[config.mk]
export PLATFORM = sky130hd
export DESIGN_NAME = wb_gpio_in_flat
export DESIGN_NICKNAME = d
export VERILOG_FILES = /design/src/rtl/wb_gpio_in_if.sv /design/src/rtl/wb_gpio_in.sv /design/src/flat_wrapper.sv
export SDC_FILE = /design/constraint.sdc
export NUM_CORES = 1
export LEC_CHECK = 0
export ABC_CLOCK_PERIOD_IN_PS = 2700
export BUFFER_PORTS_ARGS = -buffer_cell sky130_fd_sc_hd__clkbuf_2
export CAP_MARGIN = 20
export CELL_PAD_IN_SITES_DETAIL_PLACEMENT = 1
export CELL_PAD_IN_SITES_GLOBAL_PLACEMENT = 1
export CORE_MARGIN = 3
export CORE_UTILIZATION = 50
export CTS_CLUSTER_SIZE = 24
export DETAILED_ROUTE_END_ITERATION = 10
export GPL_TIMING_DRIVEN = 0
export PLACE_DENSITY_LB_ADDON = 0.25
export SLEW_MARGIN = 20
export SYNTH_ARGS = -nofsm -noshare
export SYNTH_HDL_FRONTEND = slang
export SYNTH_SLANG_ARGS = --single-unit
[constraint.sdc]
create_clock -name clk_i -period 2.7 [get_ports clk_i]
set_clock_uncertainty 0.15 [all_clocks]
set_input_delay 0 -clock clk_i [delete_from_list [all_inputs] [get_ports clk_i]]
set_output_delay 0 -clock clk_i [all_outputs]
set_load 0.01 [all_outputs]
[src/rtl/wb_gpio_in_if.sv]
// Wishbone B4 classic bus bundle between wb_intercon and the wb_gpio_in slave.
//   cyc/stb/we  : cycle, strobe, write enable (master -> slave)
//   adr         : byte address (master -> slave)
//   dat_w/sel   : write data and byte lanes (master -> slave)
//   dat_r/ack   : read data and acknowledge (slave -> master)
interface wb_gpio_in_if;
  localparam int unsigned ADR_W = 32;
  localparam int unsigned DAT_W = 32;
  localparam int unsigned SEL_W = DAT_W / 8;

  logic             cyc;
  logic             stb;
  logic             we;
  logic [ADR_W-1:0] adr;
  logic [DAT_W-1:0] dat_w;
  logic [SEL_W-1:0] sel;
  logic [DAT_W-1:0] dat_r;
  logic             ack;

  modport master (
    output cyc, stb, we, adr, dat_w, sel,
    input  dat_r, ack
  );

  modport slave (
    input  cyc, stb, we, adr, dat_w, sel,
    output dat_r, ack
  );
endinterface

[src/rtl/wb_gpio_in.sv]
// Wishbone B4 classic GPIO input slave: synchronizes external pins, latches
// per-bit edge events of programmable polarity into a W1C status register and
// drives a registered level interrupt.
//   clk_i, rst_n_i : clock, asynchronous active-low reset
//   wb             : Wishbone slave port (wb_gpio_in_if.slave)
//   gpio_i         : asynchronous external inputs
//   irq_o          : level interrupt, |(STATUS & IRQ_EN), registered
// Register map (adr[3:2]): 0 DATA (RO), 1 IRQ_EN, 2 EDGE_POL, 3 STATUS (W1C).
// Optional macro WB_GPIO_IN_DEBOUNCE_EN adds a tick-sampled two-agreeing-sample
// filter (period DEBOUNCE_DIV clocks) between the synchronizer and DATA.
module wb_gpio_in #(
  parameter int unsigned WIDTH        = 32,
  parameter int unsigned DEBOUNCE_DIV = 16
) (
  input  logic             clk_i,
  input  logic             rst_n_i,
  wb_gpio_in_if.slave      wb,
  input  logic [WIDTH-1:0] gpio_i,
  output logic             irq_o
);

  localparam int unsigned BUS_W  = 32;
  localparam int unsigned LANE_N = BUS_W / 8;

  localparam logic [1:0] ADR_DATA   = 2'd0;
  localparam logic [1:0] ADR_IRQ_EN = 2'd1;
  localparam logic [1:0] ADR_POL    = 2'd2;
  localparam logic [1:0] ADR_STATUS = 2'd3;

  logic [WIDTH-1:0] sync0;
  logic [WIDTH-1:0] sync1;
  logic [WIDTH-1:0] gpio_q;
  logic [WIDTH-1:0] q_next;
  logic [WIDTH-1:0] irq_en;
  logic [WIDTH-1:0] edge_pol;
  logic [WIDTH-1:0] status;
  logic [WIDTH-1:0] events;

  logic             req;
  logic             wr;
  logic [1:0]       reg_sel;
  logic [BUS_W-1:0] lane_mask;
  logic [WIDTH-1:0] wmask;
  logic [WIDTH-1:0] wdata;
  logic [WIDTH-1:0] status_clr;
  logic [WIDTH-1:0] irq_en_next;
  logic [WIDTH-1:0] edge_pol_next;
  logic [BUS_W-1:0] rdata;

  // Bus decode: a new transfer is accepted only when ack is not already high.
  assign req     = wb.cyc & wb.stb & ~wb.ack;
  assign wr      = req & wb.we;
  assign reg_sel = wb.adr[3:2];

  // Byte-lane expansion of sel into a bit mask.
  always_comb begin
    lane_mask = '0;
    for (int i = 0; i < int'(LANE_N); i++) begin
      lane_mask[8*i +: 8] = {8{wb.sel[i]}};
    end
  end

  assign wmask = WIDTH'(lane_mask);
  assign wdata = WIDTH'(wb.dat_w);

  // Next values of the writable registers; only selected lanes change.
  always_comb begin
    irq_en_next   = irq_en;
    edge_pol_next = edge_pol;
    status_clr    = '0;
    if (wr) begin
      unique case (reg_sel)
        ADR_IRQ_EN: irq_en_next   = (irq_en & ~wmask) | (wdata & wmask);
        ADR_POL:    edge_pol_next = (edge_pol & ~wmask) | (wdata & wmask);
        ADR_STATUS: status_clr    = wdata & wmask;
        default:    ;
      endcase
    end
  end

  // Read mux; unused upper bits read as zero.
  always_comb begin
    rdata = '0;
    unique case (reg_sel)
      ADR_DATA:   rdata = BUS_W'(gpio_q);
      ADR_IRQ_EN: rdata = BUS_W'(irq_en);
      ADR_POL:    rdata = BUS_W'(edge_pol);
      ADR_STATUS: rdata = BUS_W'(status);
      default:    rdata = '0;
    endcase
  end

`ifdef WB_GPIO_IN_DEBOUNCE_EN
  localparam int unsigned CNT_W = $clog2(DEBOUNCE_DIV);

  logic [CNT_W-1:0] div_cnt;
  logic             tick;
  logic [WIDTH-1:0] samp;

  assign tick = (div_cnt == CNT_W'(DEBOUNCE_DIV - 1));

  // Free-running tick divider and per-tick sample of the synchronized pins.
  always_ff @(posedge clk_i or negedge rst_n_i) begin
    if (!rst_n_i) begin
      div_cnt <= '0;
      samp    <= '0;
    end else begin
      div_cnt <= tick ? '0 : div_cnt + CNT_W'(1);
      if (tick) begin
        samp <= sync1;
      end
    end
  end

  // A bit moves only when two consecutive tick samples agree.
  always_comb begin
    q_next = gpio_q;
    if (tick) begin
      q_next = ((sync1 ~^ samp) & sync1) | ((sync1 ^ samp) & gpio_q);
    end
  end
`else
  logic [31:0] unused_div;
  assign unused_div = 32'(DEBOUNCE_DIV);

  assign q_next = sync1;
`endif

  // Edge events relative to the current DATA value, qualified by polarity.
  assign events = (q_next & ~gpio_q & edge_pol) | (~q_next & gpio_q & ~edge_pol);

  // Synchronizer, registers, bus response and interrupt.
  always_ff @(posedge clk_i or negedge rst_n_i) begin
    if (!rst_n_i) begin
      sync0    <= '0;
      sync1    <= '0;
      gpio_q   <= '0;
      irq_en   <= '0;
      edge_pol <= '0;
      status   <= '0;
      wb.ack   <= 1'b0;
      wb.dat_r <= '0;
      irq_o    <= 1'b0;
    end else begin
      sync0    <= gpio_i;
      sync1    <= sync0;
      gpio_q   <= q_next;
      irq_en   <= irq_en_next;
      edge_pol <= edge_pol_next;
      // Set beats clear when an event and a W1C hit the same bit.
      status   <= (status & ~status_clr) | events;
      wb.ack   <= req;
      if (req) begin
        wb.dat_r <= rdata;
      end
      irq_o    <= |(status & irq_en);
    end
  end

  logic unused_bus;
  assign unused_bus = ^{wb.adr[31:4], wb.adr[1:0], wb.dat_w};

endmodule
[src/flat_wrapper.sv]
// flat-port wrapper written by rule: the top's interface ports become plain ports
module wb_gpio_in_flat 
#(
  parameter int unsigned WIDTH        = 32,
  parameter int unsigned DEBOUNCE_DIV = 16
)
  (clk_i, rst_n_i, gpio_i, irq_o, wb_cyc, wb_stb, wb_we, wb_adr, wb_dat_w, wb_sel, wb_dat_r, wb_ack);
  wb_gpio_in_if wb_i ();
  input  logic clk_i;
  input  logic rst_n_i;
  input  logic [WIDTH-1:0] gpio_i;
  output logic irq_o;
  input wire logic [$bits(wb_i.cyc)-1:0] wb_cyc;
  input wire logic [$bits(wb_i.stb)-1:0] wb_stb;
  input wire logic [$bits(wb_i.we)-1:0] wb_we;
  input wire logic [$bits(wb_i.adr)-1:0] wb_adr;
  input wire logic [$bits(wb_i.dat_w)-1:0] wb_dat_w;
  input wire logic [$bits(wb_i.sel)-1:0] wb_sel;
  output wire logic [$bits(wb_i.dat_r)-1:0] wb_dat_r;
  output wire logic [$bits(wb_i.ack)-1:0] wb_ack;
  assign wb_i.cyc = wb_cyc;
  assign wb_i.stb = wb_stb;
  assign wb_i.we = wb_we;
  assign wb_i.adr = wb_adr;
  assign wb_i.dat_w = wb_dat_w;
  assign wb_i.sel = wb_sel;
  assign wb_dat_r = wb_i.dat_r;
  assign wb_ack = wb_i.ack;
  wb_gpio_in #(.WIDTH(WIDTH), .DEBOUNCE_DIV(DEBOUNCE_DIV)) u_core (.clk_i(clk_i), .rst_n_i(rst_n_i), .wb(wb_i), .gpio_i(gpio_i), .irq_o(irq_o));
endmodule
Word level (Yosys, flattened, before mapping)
Cells that the tools add are included.
{"block": "word_totals", "output_inout_bits": 34, "word_cells": 41, "in_bits": 105, "ff_bits": 226}
{"block": "classes", "bitwise_logic": 22, "n_eq_ne": 3, "n_mux": 3, "reduce_logical": 4}
{"op": "$and 32x32->32", "n": 9}
{"op": "$not 32->32", "n": 5}
{"op": "$or 32x32->32", "n": 4}
{"op": "$pmux 32 s4", "n": 1}
{"op": "$mux 32", "n": 2}
{"op": "$reduce_or 32->1", "n": 1}
{"op": "$eq 2x2->1 const B", "n": 2}
{"op": "$reduce_and 2->1", "n": 2}
{"op": "$and 1x1->1", "n": 3}
{"op": "$eq 2x1->1 const B", "n": 1}
{"op": "$logic_not 2->1", "n": 1}
{"op": "$not 1->1", "n": 1}

Longest topological paths before layout
{"block": "logic_depth", "ltp_word": 7, "mapped_depth": 6}

Worst setup path after synthesis
No wires, ideal clock.
{"block": "synth_path", "path_kind": "register to register", "startpoint": "reg u_core.wb.ack", "endpoint": "reg (tool-made name)", "setup_slack_ns": 0.797, "path_stages_with_launch": 5, "arrival_time_ns": 1.628, "t_required_ns": 2.425, "period_less_slack_ns": 1.903, "path_buffers": 1, "cell_sequence": "dfrtp_1 > nand3b_4 > buf_6 > nor4b_4 > mux2_2"}
{"item": "start, declared", "line_no": "wb_gpio_in_if.sv:27", "rtl": "output dat_r, ack"}
{"item": "start signal, assigned", "line_no": "wb_gpio_in.sv:152", "rtl": "wb.ack <= req;"}

==> metrics.yaml <==
clk_pin_slew_ns: 0.07
setup_tns_ns: 0
ir_worst_vdd_mv: 0.556
synthTopCellsByArea: "dfrtp_1 64%, mux4_2 8.1%, mux2_2 7.9%"
r2r_start: "u_core.wb.ack$_DFF_PN0_"
cts_resized: 0
num_vias: 6414
synth_area_mm2: 0.00888
holdWs_ns: 0.0122
track_usage: 0.277
synth-seq-area-share: 0.637
cp.arrival_ns: 2.87
period_share: 0.972
rows: 48
antenna_found_initial: 2
hold_class: "input pin to flip-flop"
r2r_cells: 4
rsz0062_at_grt: "no"
drt_iter0_drc: 459
synth_cell_type_count: 24
worstMarginPinSlew_ns: 0.840
netlist_instances: 614
place.port_buffers: 108
status: "finished, final reports clean"
timing.max_cap.violations: 0
busiest_layer: "met2"
die_w_um: 139
setup_ws_ns: 0.0749
core_mm2: 0.0174
clockBufferDepth: 3
ys_ff_latch: 226
hold_viol: 0
place_congestion: 0.816
p_per_area_mw_per_mm2: 737
wirelength_um: 26600
grt.met2_usage: 0.490
root_buffer: "clkbuf_16"
yosys-top-cells-count: "226 x dfrtp_1, 104 x nand2_1, 62 x mux2_2"
initial_core_util: 0.511
hold_path_startpoint: "gpio_i[15]"
synth.most_common_cell: "dfrtp_1"
drive_above_1_share: 0.306
setup_violations: 0
drtPass1Iterations: 4
start_kind: "flip-flop"
final_util: 0.670
leakage_nw: 5.20
met1_usage: 0.341
post_drt_via_cell_ratio: 5.84
tritoncts: "yes"
maxSlewViolCount: 0
synth_top_area_share: 0.637
numCtsBuffers: 24
preCtsSetupSlack_ns: 0.406
die_h_um: 139
relSlewSlack: 0.440
synth_edf_count: 0
end_kind: "flip-flop"
place_hpwl_um: 16300
grt_pass1_vias: 7353
clkPwrFrac: 0.389
cts_sinks: 226
clkLatencyLatePin_ns: 0.52
yosys_warnings: 0
seq_power_share: 0.473
htree_levels: 1
switching_share: 0.259
ys.flop_type: "dfrtp_1"
grt_pass1_wl_um: 41800
ios: 139
worst-path-max-fanout: 8
grt_util_met3: 0.0553
whs_path_depth: 2
synthArstFlopShare: 1.00
synthToLayoutAreaGrowth_pct: 31.1
worstPathRequired_ns: 2.95
grt_max_degree: 100
syn_area_per_cell_um2: 14.5
yosys.area.top_type: "dfrtp_1"
p_comb_frac: 0.138
p_int_w: 0.00635
period_needed_ns: 2.63
switchingPower_w: 0.00222
overflow: 0
layout.nets: 962
syn_nets: 719
r2r_setup_slack_ns: 0.07
min_to: "u_core.sync0[15]$_DFF_PN0_"
crit_type: "flip-flop to flip-flop"
fmax_mhz: 381
ant_nets: 0
route.detailed.drc: 0
die_area_mm2: 0.0194
wl_per_cell_um: 24.2
fillers: 1647
-- kinds of logic (layout without fill, tap and decap cells) --
kind of cell / count (synthesis) / in the layout / share of synthesized area
other cells: 0 / 1 / 0
flops: 226 / 226 / 0.637
mux: 96 / 96 / 0.162
simple gates: 219 / 219 / 0.137
compound gates: 48 / 48 / 0.0496
buf+inv: 25 / 283 / 0.0135
-- repair_timing --
item                                    4_1_cts  5_1_grt
hold endpoints to repair                    356        1
setup buffers                                 0        3
hold buffers                                103        1
endpoints found under the setup margin        0        2
-- final cells by class --
type | count | area (um^2) | share of cell area
flip-flops and latches | 226 | 5660 | 0.486
diodes | 1 | 2.50 | 0.000215
multi-input cells | 363 | 3100 | 0.267
plain buffers | 24 | 116 | 0.0100
repair buffers | 217 | 1680 | 0.144
clock buffers | 33 | 694 | 0.0597
well taps | 225 | 282 | 0.0242
inverters | 1 | 3.75 | 0.000323
clock inverters | 8 | 101 | 0.00871
-- metrics by stage --
step                cell area, um^2  total power [W]  std cells
floorplan                      8880          0.00461        614
global placement               9700          0.00501        947
detailed placement             9760          0.00512        949
CTS                           11600          0.00856       1093
global route                  11600          0.00893       1098
finish                        11600          0.00858       1098
-- routing by layer --
layer / vias up / wire (um) / part of all wire
met5: - / 13 / 0.00049
met4: 2 / 839 / 0.032
met3: 68 / 1370 / 0.051
met2: 219 / 14200 / 0.54
met1: 3392 / 10100 / 0.38
li1: 2733 / - / -
-- power groups by stage --
stage	sequential [W]	combinational, W	clock, W
global placement	0.00405	0.000960	0
floorplan	0.00403	0.000573	0
global route	0.00410	0.00128	0.00355
finish	0.00406	0.00118	0.00334
detailed placement	0.00409	0.00103	0
CTS	0.00404	0.00117	0.00335
-- worst max-delay path, stage by stage (launching register included) --
cell,delay (ns)
dfrtp_1,0.41
nand3b_4,0.24
nor4b_4,0.71
mux2_2,0.42
dlygate4sd3_1,0.56
-- worst max path at each step --
| stage | startpoint | endpoint |
|---|---|---|
| after floorplan | u_core.wb.ack$_DFF_PN0_ | flip-flop |
| after detailed placement | u_core.wb.ack$_DFF_PN0_ | u_core.wb.dat_r[30]$_DFFE_PN0P_ |
| after global placement | rst_n_i | u_core.sync0[24]$_DFF_PN0_ |
| after CTS | u_core.wb.ack$_DFF_PN0_ | flip-flop |
| after global routing | u_core.wb.ack$_DFF_PN0_ | flip-flop |
| final | u_core.wb.ack$_DFF_PN0_ | flip-flop |
-- placed cells by master, fill, tap and decap left out --
cell / instances
nor3_4: 4
nor2_1: 8
bufinv_16: 2
clkinv_2: 5
dlygate4sd3_1: 103
nor2b_1: 28
nand2b_1: 1
buf_1: 3
clkbuf_8: 7
nand3_1: 32
a221o_1: 32
clkbuf_16: 24
or4_1: 1
diode_2: 1
inv_1: 1
buf_2: 9
buf_16: 2
nand2_1: 104
mux2_1: 2
clkinv_8: 1
dfrtp_1: 226
and4_1: 4
nand3b_4: 1
buf_4: 5
nor3b_1: 28
clkbuf_1: 12
buf_12: 1
mux2_2: 62
nor4b_4: 4
buf_6: 1
a22oi_1: 16
clkbuf_2: 107
nand4_1: 4
mux4_2: 32
Note: power is estimated with default switching activity, not from simulation.
